File: config.mk
export PLATFORM = sky130hd
export DESIGN_NAME = uart_tx_scheduler
export DESIGN_NICKNAME = d
export VERILOG_FILES = /design/src/rtl/uart_pkg.sv /design/src/rtl/uart_tx_serializer.sv /design/src/rtl/uart_tx_scheduler.sv
export SDC_FILE = /design/constraint.sdc
export NUM_CORES = 1
export LEC_CHECK = 0
export CAP_MARGIN = 5
export CORE_ASPECT_RATIO = 0.5
export CORE_MARGIN = 2
export CORE_UTILIZATION = 52
export CTS_BUF_LIST = sky130_fd_sc_hd__clkbuf_8
export DETAILED_ROUTE_END_ITERATION = 8
export PLACE_DENSITY = 0.82
export SYNTH_ARGS = -nofsm -noshare
export SYNTH_HDL_FRONTEND = slang
export SYNTH_HIERARCHICAL = 1
export SYNTH_SLANG_ARGS = --single-unit
export TNS_END_PERCENT = 100
File: constraint.sdc
create_clock -name clk_in -period 5.63 [get_ports clk_in]
set_input_delay 1.4075 -clock clk_in [delete_from_list [all_inputs] [get_ports clk_in]]
set_output_delay 1.4075 -clock clk_in [all_outputs]
set_load 0.1 [all_outputs]
File: src/rtl/uart_pkg.sv
// Shared types and helpers for the UART transmit scheduler.
// Holds the line defaults, the serializer state encoding and the round-robin pick.
package uart_pkg;

  localparam int DIVISOR_9600       = 10416;
  localparam int DATA_WIDTH_DEFAULT = 8;
  localparam int MAX_REQ            = 8;

  typedef enum logic [1:0] {
    S_IDLE  = 2'd0,
    S_START = 2'd1,
    S_DATA  = 2'd2,
    S_STOP  = 2'd3
  } tx_state_t;

  // First set bit of valid at or after ptr, wrapping modulo num; 0 when none is set.
  function automatic int rr_pick(input logic [MAX_REQ-1:0] valid,
                                 input int ptr,
                                 input int num);
    int                 pick;
    int                 idx;
    logic               found;
    logic [MAX_REQ-1:0] sh;
    pick  = 0;
    found = 1'b0;
    for (int off = 0; off < MAX_REQ; off++) begin
      idx = (ptr + off) % num;
      sh  = valid >> idx;
      if (!found && (off < num) && sh[0]) begin
        pick  = idx;
        found = 1'b1;
      end
    end
    return pick;
  endfunction

endpackage

File: src/rtl/uart_tx_serializer.sv
// 8N1 serializer: start bit, DATA_WIDTH data bits LSB first, stop bit, each DIVISOR cycles.
// All outputs are registered and derived from the next state so they change with the state.
module uart_tx_serializer
  import uart_pkg::*;
#(
  parameter int DIVISOR    = DIVISOR_9600,
  parameter int DATA_WIDTH = DATA_WIDTH_DEFAULT
) (
  input  logic                  clk,
  input  logic                  rst_n,
  input  logic                  load,
  input  logic [DATA_WIDTH-1:0] load_data,
  output logic                  tx_out,
  output logic                  busy,
  output logic                  frame_done
);

  localparam int CW = $clog2(DIVISOR);
  localparam int BW = $clog2(DATA_WIDTH);

  tx_state_t             state_q, state_d;
  logic [CW-1:0]         count_q, count_d;
  logic [BW-1:0]         bit_cnt_q, bit_cnt_d;
  logic [DATA_WIDTH-1:0] shift_q, shift_d;
  logic                  tx_q, tx_d;
  logic                  busy_q, busy_d;
  logic                  frame_done_q, frame_done_d;
  logic                  bit_end;

  always_comb begin
    state_d   = state_q;
    count_d   = count_q;
    bit_cnt_d = bit_cnt_q;
    shift_d   = shift_q;
    bit_end   = (count_q == CW'(DIVISOR - 1));

    case (state_q)
      S_IDLE: begin
        count_d = '0;
        if (load) begin
          state_d   = S_START;
          bit_cnt_d = '0;
          shift_d   = load_data;
        end
      end
      S_START: begin
        count_d = bit_end ? '0 : count_q + 1'b1;
        if (bit_end) state_d = S_DATA;
      end
      S_DATA: begin
        count_d = bit_end ? '0 : count_q + 1'b1;
        if (bit_end) begin
          shift_d   = shift_q >> 1;
          bit_cnt_d = bit_cnt_q + 1'b1;
          if (bit_cnt_q == BW'(DATA_WIDTH - 1)) state_d = S_STOP;
        end
      end
      S_STOP: begin
        count_d = bit_end ? '0 : count_q + 1'b1;
        if (bit_end) state_d = S_IDLE;
      end
      default: begin
        state_d = S_IDLE;
        count_d = '0;
      end
    endcase

    // Output levels follow the state being entered, so the line moves on the same edge.
    case (state_d)
      S_START: tx_d = 1'b0;
      S_DATA:  tx_d = shift_d[0];
      default: tx_d = 1'b1;
    endcase
    busy_d       = (state_d != S_IDLE);
    frame_done_d = (state_d == S_STOP) && (count_d == CW'(DIVISOR - 1));
  end

  always_ff @(posedge clk or negedge rst_n) begin
    if (!rst_n) begin
      state_q      <= S_IDLE;
      count_q      <= '0;
      bit_cnt_q    <= '0;
      shift_q      <= '0;
      tx_q         <= 1'b1;
      busy_q       <= 1'b0;
      frame_done_q <= 1'b0;
    end else begin
      state_q      <= state_d;
      count_q      <= count_d;
      bit_cnt_q    <= bit_cnt_d;
      shift_q      <= shift_d;
      tx_q         <= tx_d;
      busy_q       <= busy_d;
      frame_done_q <= frame_done_d;
    end
  end

  assign tx_out     = tx_q;
  assign busy       = busy_q;
  assign frame_done = frame_done_q;

endmodule

File: src/rtl/uart_tx_scheduler.sv
// Round-robin sharing of one UART TX line between NUM_REQ byte producers.
// Handshake: a byte moves when req_valid[i] & req_ready[i]; req_ready is one-hot and only in idle.
module uart_tx_scheduler
  import uart_pkg::*;
#(
  parameter int NUM_REQ    = 4,
  parameter int DIVISOR    = DIVISOR_9600,
  parameter int DATA_WIDTH = DATA_WIDTH_DEFAULT,
  parameter int GW         = (NUM_REQ > 1) ? $clog2(NUM_REQ) : 1
) (
  input  logic                          clk_in,
  input  logic                          rst_n_in,
  input  logic [NUM_REQ-1:0]            req_valid,
  input  logic [NUM_REQ*DATA_WIDTH-1:0] req_data,
  output logic [NUM_REQ-1:0]            req_ready,
  output logic                          tx_out,
  output logic                          busy,
  output logic [GW-1:0]                 grant_id,
  output logic                          frame_done
);

  logic [GW-1:0]         rr_ptr_q, rr_ptr_d;
  logic [GW-1:0]         grant_id_q, grant_id_d;
  logic [GW-1:0]         sel_idx;
  logic                  load;
  logic [DATA_WIDTH-1:0] load_data;
  logic [DATA_WIDTH-1:0] data_arr [NUM_REQ];

  for (genvar g = 0; g < NUM_REQ; g++) begin : g_unpack
    assign data_arr[g] = req_data[g*DATA_WIDTH +: DATA_WIDTH];
  end

  always_comb begin
    sel_idx    = GW'(rr_pick(MAX_REQ'(req_valid), int'(rr_ptr_q), NUM_REQ));
    // Reset gates the grant so req_ready stays low while rst_n_in is held.
    load       = (|req_valid) & ~busy & rst_n_in;
    load_data  = data_arr[sel_idx];
    req_ready  = load ? (NUM_REQ'(1) << sel_idx) : '0;
    rr_ptr_d   = rr_ptr_q;
    grant_id_d = grant_id_q;
    if (load) begin
      grant_id_d = sel_idx;
      rr_ptr_d   = GW'((int'(sel_idx) + 1) % NUM_REQ);
    end
  end

  always_ff @(posedge clk_in or negedge rst_n_in) begin
    if (!rst_n_in) begin
      rr_ptr_q   <= '0;
      grant_id_q <= '0;
    end else begin
      rr_ptr_q   <= rr_ptr_d;
      grant_id_q <= grant_id_d;
    end
  end

  assign grant_id = grant_id_q;

  uart_tx_serializer #(
    .DIVISOR    (DIVISOR),
    .DATA_WIDTH (DATA_WIDTH)
  ) u_ser (
    .clk        (clk_in),
    .rst_n      (rst_n_in),
    .load       (load),
    .load_data  (load_data),
    .tx_out     (tx_out),
    .busy       (busy),
    .frame_done (frame_done)
  );

endmodule

* Yosys cells after proc, flatten, opt, wreduce, memory -nomap -nowiden *
Index checks and enable logic that the tools add are counted.

word-level totals
  register bits after elaboration = 34
  input port bits = 38
  output and inout bits = 9
  logic and storage cells = 82

operators by class
  $add $sub $neg = 6
  magnitude comparators = 1
  eq/ne operators = 11
  shifts and indexed selects = 5
  mux-type cells = 26
  bitwise operators = 7
  reductions and logical operators = 16

operator list
  kind                                                                number
  4-bit by 32-bit right shift with 1-bit output                       3
  8-bit two-way mux                                                   4
  14-bit == test (second input constant)                              2
  14-bit one-hot mux with 2 select lines                              1
  2-bit two-way mux                                                   9
  8-bit binary-select mux with 2-bit select                           1
  8-bit one-hot mux with 2 select lines                               1
  14-bit by 1-bit adder with 14-bit output (second input constant)    1
  14-bit two-way mux                                                  1
  2-bit == test (second input constant)                               4
  2-bit one-hot mux with 4 select lines                               1
  3-bit two-way mux                                                   2
  3-bit one-hot mux with 2 select lines                               1
  2-bit OR reduction                                                  3
  2-bit by 1-bit adder with 2-bit output (second input constant)      2
  2-bit adder (second input constant)                                 2
  2-bit by 1-bit == test with 1-bit output (second input constant)    2
  1-bit logical AND                                                   4
  4-bit two-way mux                                                   1
  2-bit nonzero test                                                  2
  4-bit OR reduction                                                  1
  1-bit by 2-bit << shifter with 4-bit output (first input constant)  1
  4-bit by 2-bit right shift with 1-bit output                        1
  3-bit by 1-bit adder with 3-bit output (second input constant)      1
  14 further kinds                                                    21

* Depth between registers and ports, before layout *
  depth in word-level cells = 19
  gate-level depth with buffers = 11
  depth with buffers taken out = 9

* By module *
Netlist, hierarchy kept.

by module, submodules not included
  module              times used  cells an instance  area an instance (um^2)  sequential area each (um^2)
  uart_tx_serializer  1           166                1630.3                   752.0
  uart_tx_scheduler   1           59                 538.0                    100.1

* Worst setup path after synthesis *
No wires, ideal clock.

  path type = input to output
  start = input port req_valid[1]
  end = output port req_ready[0]
  data arrival time = 4.237 ns
  required time = 4.223 ns
  setup slack = -0.014 ns
  stages = 3
  path buffers = 0
  path through = nor4_1 > nor3b_2 > nor3b_1

on the way
  elaborated cells on any way between the ends = 22
  classes of those cells = shift (5); mux (8); bitwise (2); reduce/logical (7)

RTL lines
  item                     RTL line                 text
  from (decl)              uart_tx_scheduler.sv:13  input logic [NUM_REQ-1:0] req_valid,
  4-bit OR reduction       uart_tx_scheduler.sv:36  load = (|req_valid) & ~busy & rst_n_in;
  1-bit AND (2 in series)  uart_tx_scheduler.sv:36
  named net load           uart_tx_scheduler.sv:25  logic load;
  4-bit two-way mux        uart_tx_scheduler.sv:38  req_ready = load ? (NUM_REQ'(1) << sel_idx) : '0;
  to (decl)                uart_tx_scheduler.sv:15  output logic [NUM_REQ-1:0] req_ready,

The timed path passes the listed nets, and every way through them passes these cells.

* Final worst setup path *
  start = input port req_valid[0]
  end = output port req_ready[3]

on the way
  longest elaborated chain between the ends = 13
  elaborated cells on any way between the ends = 22
  classes of those cells = shift (5); mux (8); bitwise (2); reduce/logical (7)

ends and longest elaborated chain
  item                                          RTL line                 text
  4-bit by 2-bit right shift with 1-bit output  uart_pkg.sv:28           sh = valid >> idx;
  1-bit two-way mux                             uart_pkg.sv:29           if (!found && (off < num) && sh[0]) begin
  1-bit zero test                               uart_pkg.sv:29
  1-bit logical AND                             uart_pkg.sv:29
  1-bit two-way mux                             uart_pkg.sv:29
  1-bit zero test                               uart_pkg.sv:29
  1-bit logical AND                             uart_pkg.sv:29
  1-bit two-way mux                             uart_pkg.sv:29
  1-bit zero test                               uart_pkg.sv:29
  1-bit logical AND                             uart_pkg.sv:29
  2-bit two-way mux                             uart_pkg.sv:29
  1-bit by 2-bit << shifter with 4-bit output   uart_tx_scheduler.sv:38
  4-bit two-way mux *                           uart_tx_scheduler.sv:38

Mark *: on every way between the ends. The rest lies on a longest branch, timed or not.

==> impl_metrics.json <==
{
  "synth_edf_count": 0,
  "clock_power_share": 0.201,
  "power.density_mw_per_mm2": 338.0,
  "routedWlPerCell_um": 14.97,
  "intPower_uw": 569.8,
  "max-cap-violations": 0,
  "synth-seq-cells": 34,
  "gp_congestion": 0.8949,
  "p_switching_uw": 367.7,
  "die_y_um": 49.66,
  "nets": 311,
  "crit_path_end_kind": "output pin",
  "finalSetupViolCount": 0,
  "layout_common_cells": "clkdlybuf4s50_1, dfrtp_1, mux2i_1",
  "p_comb_frac": 0.404,
  "totalNegativeSetupSlack_ns": 0,
  "rsz0062_at_grt": "no",
  "hold_class": "reg2reg",
  "netlist_instances": 225,
  "drtIter0Drc": 160,
  "yosys.area_share.simple": 0.1985,
  "cts.path.max_buffers": 2,
  "n_antenna_cell": 0,
  "cts_tree": "yes",
  "fp-row-count": 16,
  "grt_pass1_wl_um": 8176,
  "status": "complete, no violations",
  "synth-seq-area-share": 0.3930,
  "num_vias": 1793,
  "worst_slew_pin_slew_ns": 0.9972,
  "netlist.area_leader.share": 0.3808,
  "synth-xor-area-share": 0.05655,
  "synthMuxAreaShare": 0.1206,
  "syn2layout_area_growth_pct": 27.93,
  "synth_area_leaders": "dfrtp_1, mux2i_1, nor2_1",
  "worstPathRequired_ns": 4.22,
  "cts_setup_buffers": 0,
  "dp_hpwl_um": 3530,
  "mostFrequentLayoutCell": "clkdlybuf4s50_1",
  "final.min_clock_period_ns": 4.606,
  "crit_fanout": 18,
  "grt_pass1_vias": 1770,
  "leakage_uw": 0.001204,
  "first_pass_iters": 4,
  "yosysTopAreaCell": "dfrtp_1",
  "io_buffers": 46,
  "fin_skew_ns": 0.005397,
  "syn-cell-area_mm2": 0.002168,
  "drive_above_1_share": 0.1107,
  "antenna_found_initial": 0,
  "clk-insertion-delay-late_ns": 0.28,
  "cts_inserted_buffers": 5,
  "sw_frac_of_total": 0.3922,
  "grt.overflow.total": 0,
  "via_per_inst": 5.517,
  "initial_core_util": 0.5498,
  "drc": 0,
  "cp-start-kind": "primary input",
  "avgSynthCellArea_um2": 9.637,
  "p_seq_frac": 0.395,
  "ir_worst_vdd_v": 0.0001733,
  "grt_max_degree": 35,
  "ant_nets": 0,
  "cts_hold_buffers": 0,
  "placed_area_mm2": 0.002679,
  "pin_count": 47,
  "ys_types": 55,
  "cts.clk_slew.worst_paths_ns": 0.07,
  "synth_nets": 266,
  "cts-resized-gates": 0,
  "finalHoldViolations": 0,
  "fp.dieW_um": 95.32,
  "cts_sinks": 34,
  "routed_wl_um": 4865,
  "fin_area_mm2": 0.002774,
  "ys.warnings.count": 6,
  "grt_use_total": 0.2225,
  "path_class": "in2out",
  "synthFlopType": "dfrtp_1",
  "synthAdderAreaFrac": 0.01731,
  "post-route-period-util": 0.8181,
  "slew_headroom": 0.3331,
  "dieArea_mm2": 0.004734,
  "synthArstFlopShare": 1.000,
  "drv_slew": 0,
  "design.core.area_mm2": 0.003944,
  "htree_num_levels": 2,
  "fmax_mhz": 217.1,
  "cts_root_buf": "clkbuf_8",
  "synth_compound_area_frac": 0.1558,
  "synth_top_family_by_area": "simple AND/OR/NAND/NOR gates",
  "cp_data_arrival_time_ns": 3.20
}
## path summary, 6_finish.rpt
kind	from	end	cells past startpoint	slack (ns)
max in group asynchronous	rst_n_in	u_ser/tx_out	2	3.64
setup reg to reg	u_ser/count_q[0]	u_ser/bit_cnt_q[0]	6	3.25
setup / recovery	req_valid[0]	req_ready[3]	7	1.02
hold / removal	u_ser/shift_q[3]	u_ser/shift_q[3]	1	0.49
min in group asynchronous	rst_n_in	u_ser/count_q[5]	2	1.65
hold reg to reg	u_ser/shift_q[3]	u_ser/shift_q[3]	1	0.49
## flip-flops by register name, indices dropped and copies added (netlist names)
signal	flops
u_ser/shift_q	8
u_ser/count_q	14
rr_ptr_q	2
u_ser/state_q	2
u_ser/bit_cnt_q	3
u_ser/busy	1
u_ser/tx_out	1
u_ser/frame_done	1
grant_id	2
## Yosys cell counts, types with 2 or more instances
| master | instances |
|---|---|
| xor2_1 | 4 |
| mux2i_1 | 25 |
| buf_2 | 2 |
| a22o_1 | 6 |
| o22ai_1 | 2 |
| a21o_1 | 6 |
| buf_4 | 4 |
| nor2b_1 | 2 |
| ha_1 | 3 |
| a21oi_1 | 11 |
| nand3_1 | 3 |
| buf_6 | 4 |
| or3_1 | 3 |
| dfrtp_1 | 33 |
| nor2_1 | 24 |
| inv_1 | 9 |
| o21ai_0 | 10 |
| nor3b_1 | 2 |
| o21ai_1 | 2 |
| nand2b_1 | 4 |
| clkbuf_1 | 2 |
| nor3_1 | 3 |
| nand4_1 | 3 |
| nand2_1 | 18 |
| xnor2_1 | 10 |
## worst max-delay path, cell delays in order
cell             delay, ns
clkdlybuf4s50_1       0.49
a21oi_1               0.16
o21ai_1               0.07
o2bb2a_1              0.31
buf_4                 0.32
and3_1                0.25
buf_12                0.18
## per-layer routing
layer | vias to the layer above | wire length, µm | track usage
met2 | 51 | 2186 | 0.3662
met3 | 6 | 350 | 0.06116
met5 | - | 0 | 0
li1 | 890 | - | -
met4 | 0 | 45 | 0.05556
met1 | 846 | 2283 | 0.2919
## final cells by class
cell class                 count  area, µm²
multi-input combinational    170       1195
inverter                       9      33.78
timing repair buffer          50      530.5
clock inverter                 2      12.51
clock buffer                   6      82.58
tap                           54      67.56
sequential                    34      852.1
fill                         307       1170
## per-stage QoR
stage	hold slack [ns]	worst slack (ns)	utilization	total power, µW	instances
2_1_floorplan	0.4500	0.8326	-	648.6	225
3_3_place_gp	0.4627	1.059	0.6793	733.5	317
3_5_place_dp	0.4704	1.030	0.6793	753.2	317
4_1_cts	0.4839	1.023	0.7034	941.9	325
5_1_grt	0.5029	0.8619	0.7034	997.4	325
6_report	0.4851	1.024	0.7034	937.5	325
## power groups by stage
| stage | clock network, µW | registers [µW] | logic [µW] |
|---|---|---|---|
| after floorplan | 0 | 419 | 230 |
| after global placement | 0 | 366 | 367 |
| after detailed placement | 0 | 374 | 379 |
| after CTS | 190 | 369 | 382 |
| after global routing | 204 | 380 | 413 |
| final | 188 | 370 | 379 |
## logic make-up after synthesis
group | Yosys count
compound gates | 49
xor+xnor | 14
buf+inv | 21
simple gates | 78
flops | 34
mux | 26
fa+ha+maj | 3
Note: power is estimated with default switching activity, not from simulation.
==> RTL change: new RTL, config.mk and constraints unchanged <==
Change the package constant `DATA_WIDTH_DEFAULT` from 8 to 16.
--- a/src/rtl/uart_pkg.sv
+++ b/src/rtl/uart_pkg.sv
@@ -4,5 +4,5 @@
 
   localparam int DIVISOR_9600       = 10416;
-  localparam int DATA_WIDTH_DEFAULT = 8;
+  localparam int DATA_WIDTH_DEFAULT = 16;
   localparam int MAX_REQ            = 8;
 
Interface: changed (resized req_data); port bits go from 47 to 79. The function was not compared with the original's and may differ.
==> RTL change against the original RTL <==
Cell area increased by 33%. Total power increased by 28%. Via count increased by 34%. Setup slack got worse by 0.058 ns. Sequential cell count increased by 9. Sequential share of layout area decreased by 1.5 points. Synthesized area increased by 30%. Wire length increased by 46%. Largest cell class unchanged. Largest power group unchanged.
==> RTL change: results (changes against the original RTL) <==
Logic synthesis
  • Seq/Total Area, Yosys: 38.1% (was 39.3%)
  • Avg Cell Area, Syn: 9.75 um2 (was 9.64 um2)
  • Synth cell count leaders: mux2i_1 (51), dfrtp_1 (42), nand2_1 (41) (was dfrtp_1 (33), mux2i_1 (25), nor2_1 (24))
  • Cells taking the most area after synthesis: dfrtp_1 (37%), mux2i_1 (18%), nand2_1 (5.4%) (was dfrtp_1 (38%), mux2i_1 (12%), nor2_1 (4.2%))
  • Distinct cells, synth: 51 (was 55)
  • Syn nets: 362 (was 266)

Setup path
  • End of the worst register-to-register path: u_ser/tx_out (was u_ser/bit_cnt_q[0])
  • FF-to-FF setup slack: 2.58 ns (was 3.25 ns)
  • CP arrival: 3.26 ns (was 3.20 ns)
  • Worst-path fanout max: 8 (was 18)
  • Crit path largest cell delay: 0.53 ns (was 0.49 ns)
  • Setup crit end: req_ready[1] (was req_ready[3])
  • Reg-to-reg startpoint: rr_ptr_q[1] (was u_ser/count_q[0])
  • Crit-path slowest cell: a311oi_4 (was clkdlybuf4s50_1)
  • Critical Path Source Type: input pin (unchanged)

GRT
  • Met1 Use GR: 33.4% (was 29.2%)
  • Met3 GRT Util: 5.15% (was 6.12%)
  • Met2 usage: 36.8% (was 36.6%)
  • Global-route wire length before repair: 11.4 mm (was 8.18 mm)
  • Vias in the first global route: 2284 (was 1770)
  • Overall Global Routing Usage: 24.1% (was 22.2%)
  • Largest net degree at the start of global routing: 44 (was 35)

Finish
  • Share of cells above drive strength 1: 9.07% (was 11.1%)
  • Post-layout utilization of the core: 72.5% (was 70.3%)
  • Final nets: 435 (was 311)
  • Fillers: 394 (was 307)

Routing
  • Met2 wire len: 3.15 mm (was 2.19 mm)
  • WL met3: 590 um (was 350 um)
  • Via count of the routed design: 2402 (was 1793)
  • DR iter-0 viols: 145 (was 160)
  • Met1 wire length: 3.22 mm (was 2.28 mm)
  • Avg Vias per Cell: 5.53 (was 5.52)

Placed design
  • Final GP Congestion: 0.959 (was 0.895)
  • Dpl ws: 0.967 ns (was 1.03 ns)
  • Number of port buffers: 78 (was 46)
  • Placed insts: 426 (was 317)
  • DP Area: 3600 um2 (was 2680 um2)

Timing
  • Slew margin rel.: 26.2% (was 33.3%)
  • Clk_skew: 0.0103 ns (was 0.00540 ns)
  • Hold slack final: 0.481 ns (was 0.485 ns)

Pwr
  • Max rail drop VDD: 205 uV (was 173 uV)
  • Switching share of power: 40.3% (was 39.2%)
  • Reg power frac: 39.7% (was 39.5%)
  • Clock Power: 201 uW (was 188 uW)
  • Sw power: 483 uW (was 368 uW)

Outcome
  • Status: finished clean (unchanged)

Clocking
  • Bufs on Longest Clock Path: 2 (unchanged)
  • Worst-Skew Late Latency: 0.31 ns (was 0.28 ns)

Worst hold path
  • WHS Path Cells: 2 (was 1)
  • HP Class: reg -> reg (unchanged)
==> RTL change: cell types whose count changed after synthesis, sizes merged, moves of 4 or more <==
cell	before	now
mux2i	25	51
nand2	18	42
a22oi	1	14
dfrtp	33	42
o21ai	12	5
a21o	6	0
a22o	6	0
xor2	4	10
a21oi	11	6
buf	10	15
nand3	4	8
nor3	3	7
or3	4	0
==> RTL change: area by class of cell <==
type                    instances  share of cell area (%)
repair buffers                 82                    21.9
inverters                       8                   0.814
well taps                      70                    2.37
clock buffers                   5                    1.87
clock inverters                 3                   0.645
multi-input cells             223                    43.2
flip-flops and latches         43                    29.2
==> RTL change: logic make-up (layout without fill, tap and decap cells) <==
kind of cell	Yosys count	count (layout)	share of synthesized area (%)
XOR/XNOR	18	18	5.58
adder cells (fa/ha/maj)	2	2	0.885
AND/OR/NAND/NOR	110	110	19.8
buffers and inverters	24	98	6.11
flip-flops	43	43	38.1
AO/OA/AOI/OAI	41	41	11.1
multiplexers	52	52	18.5
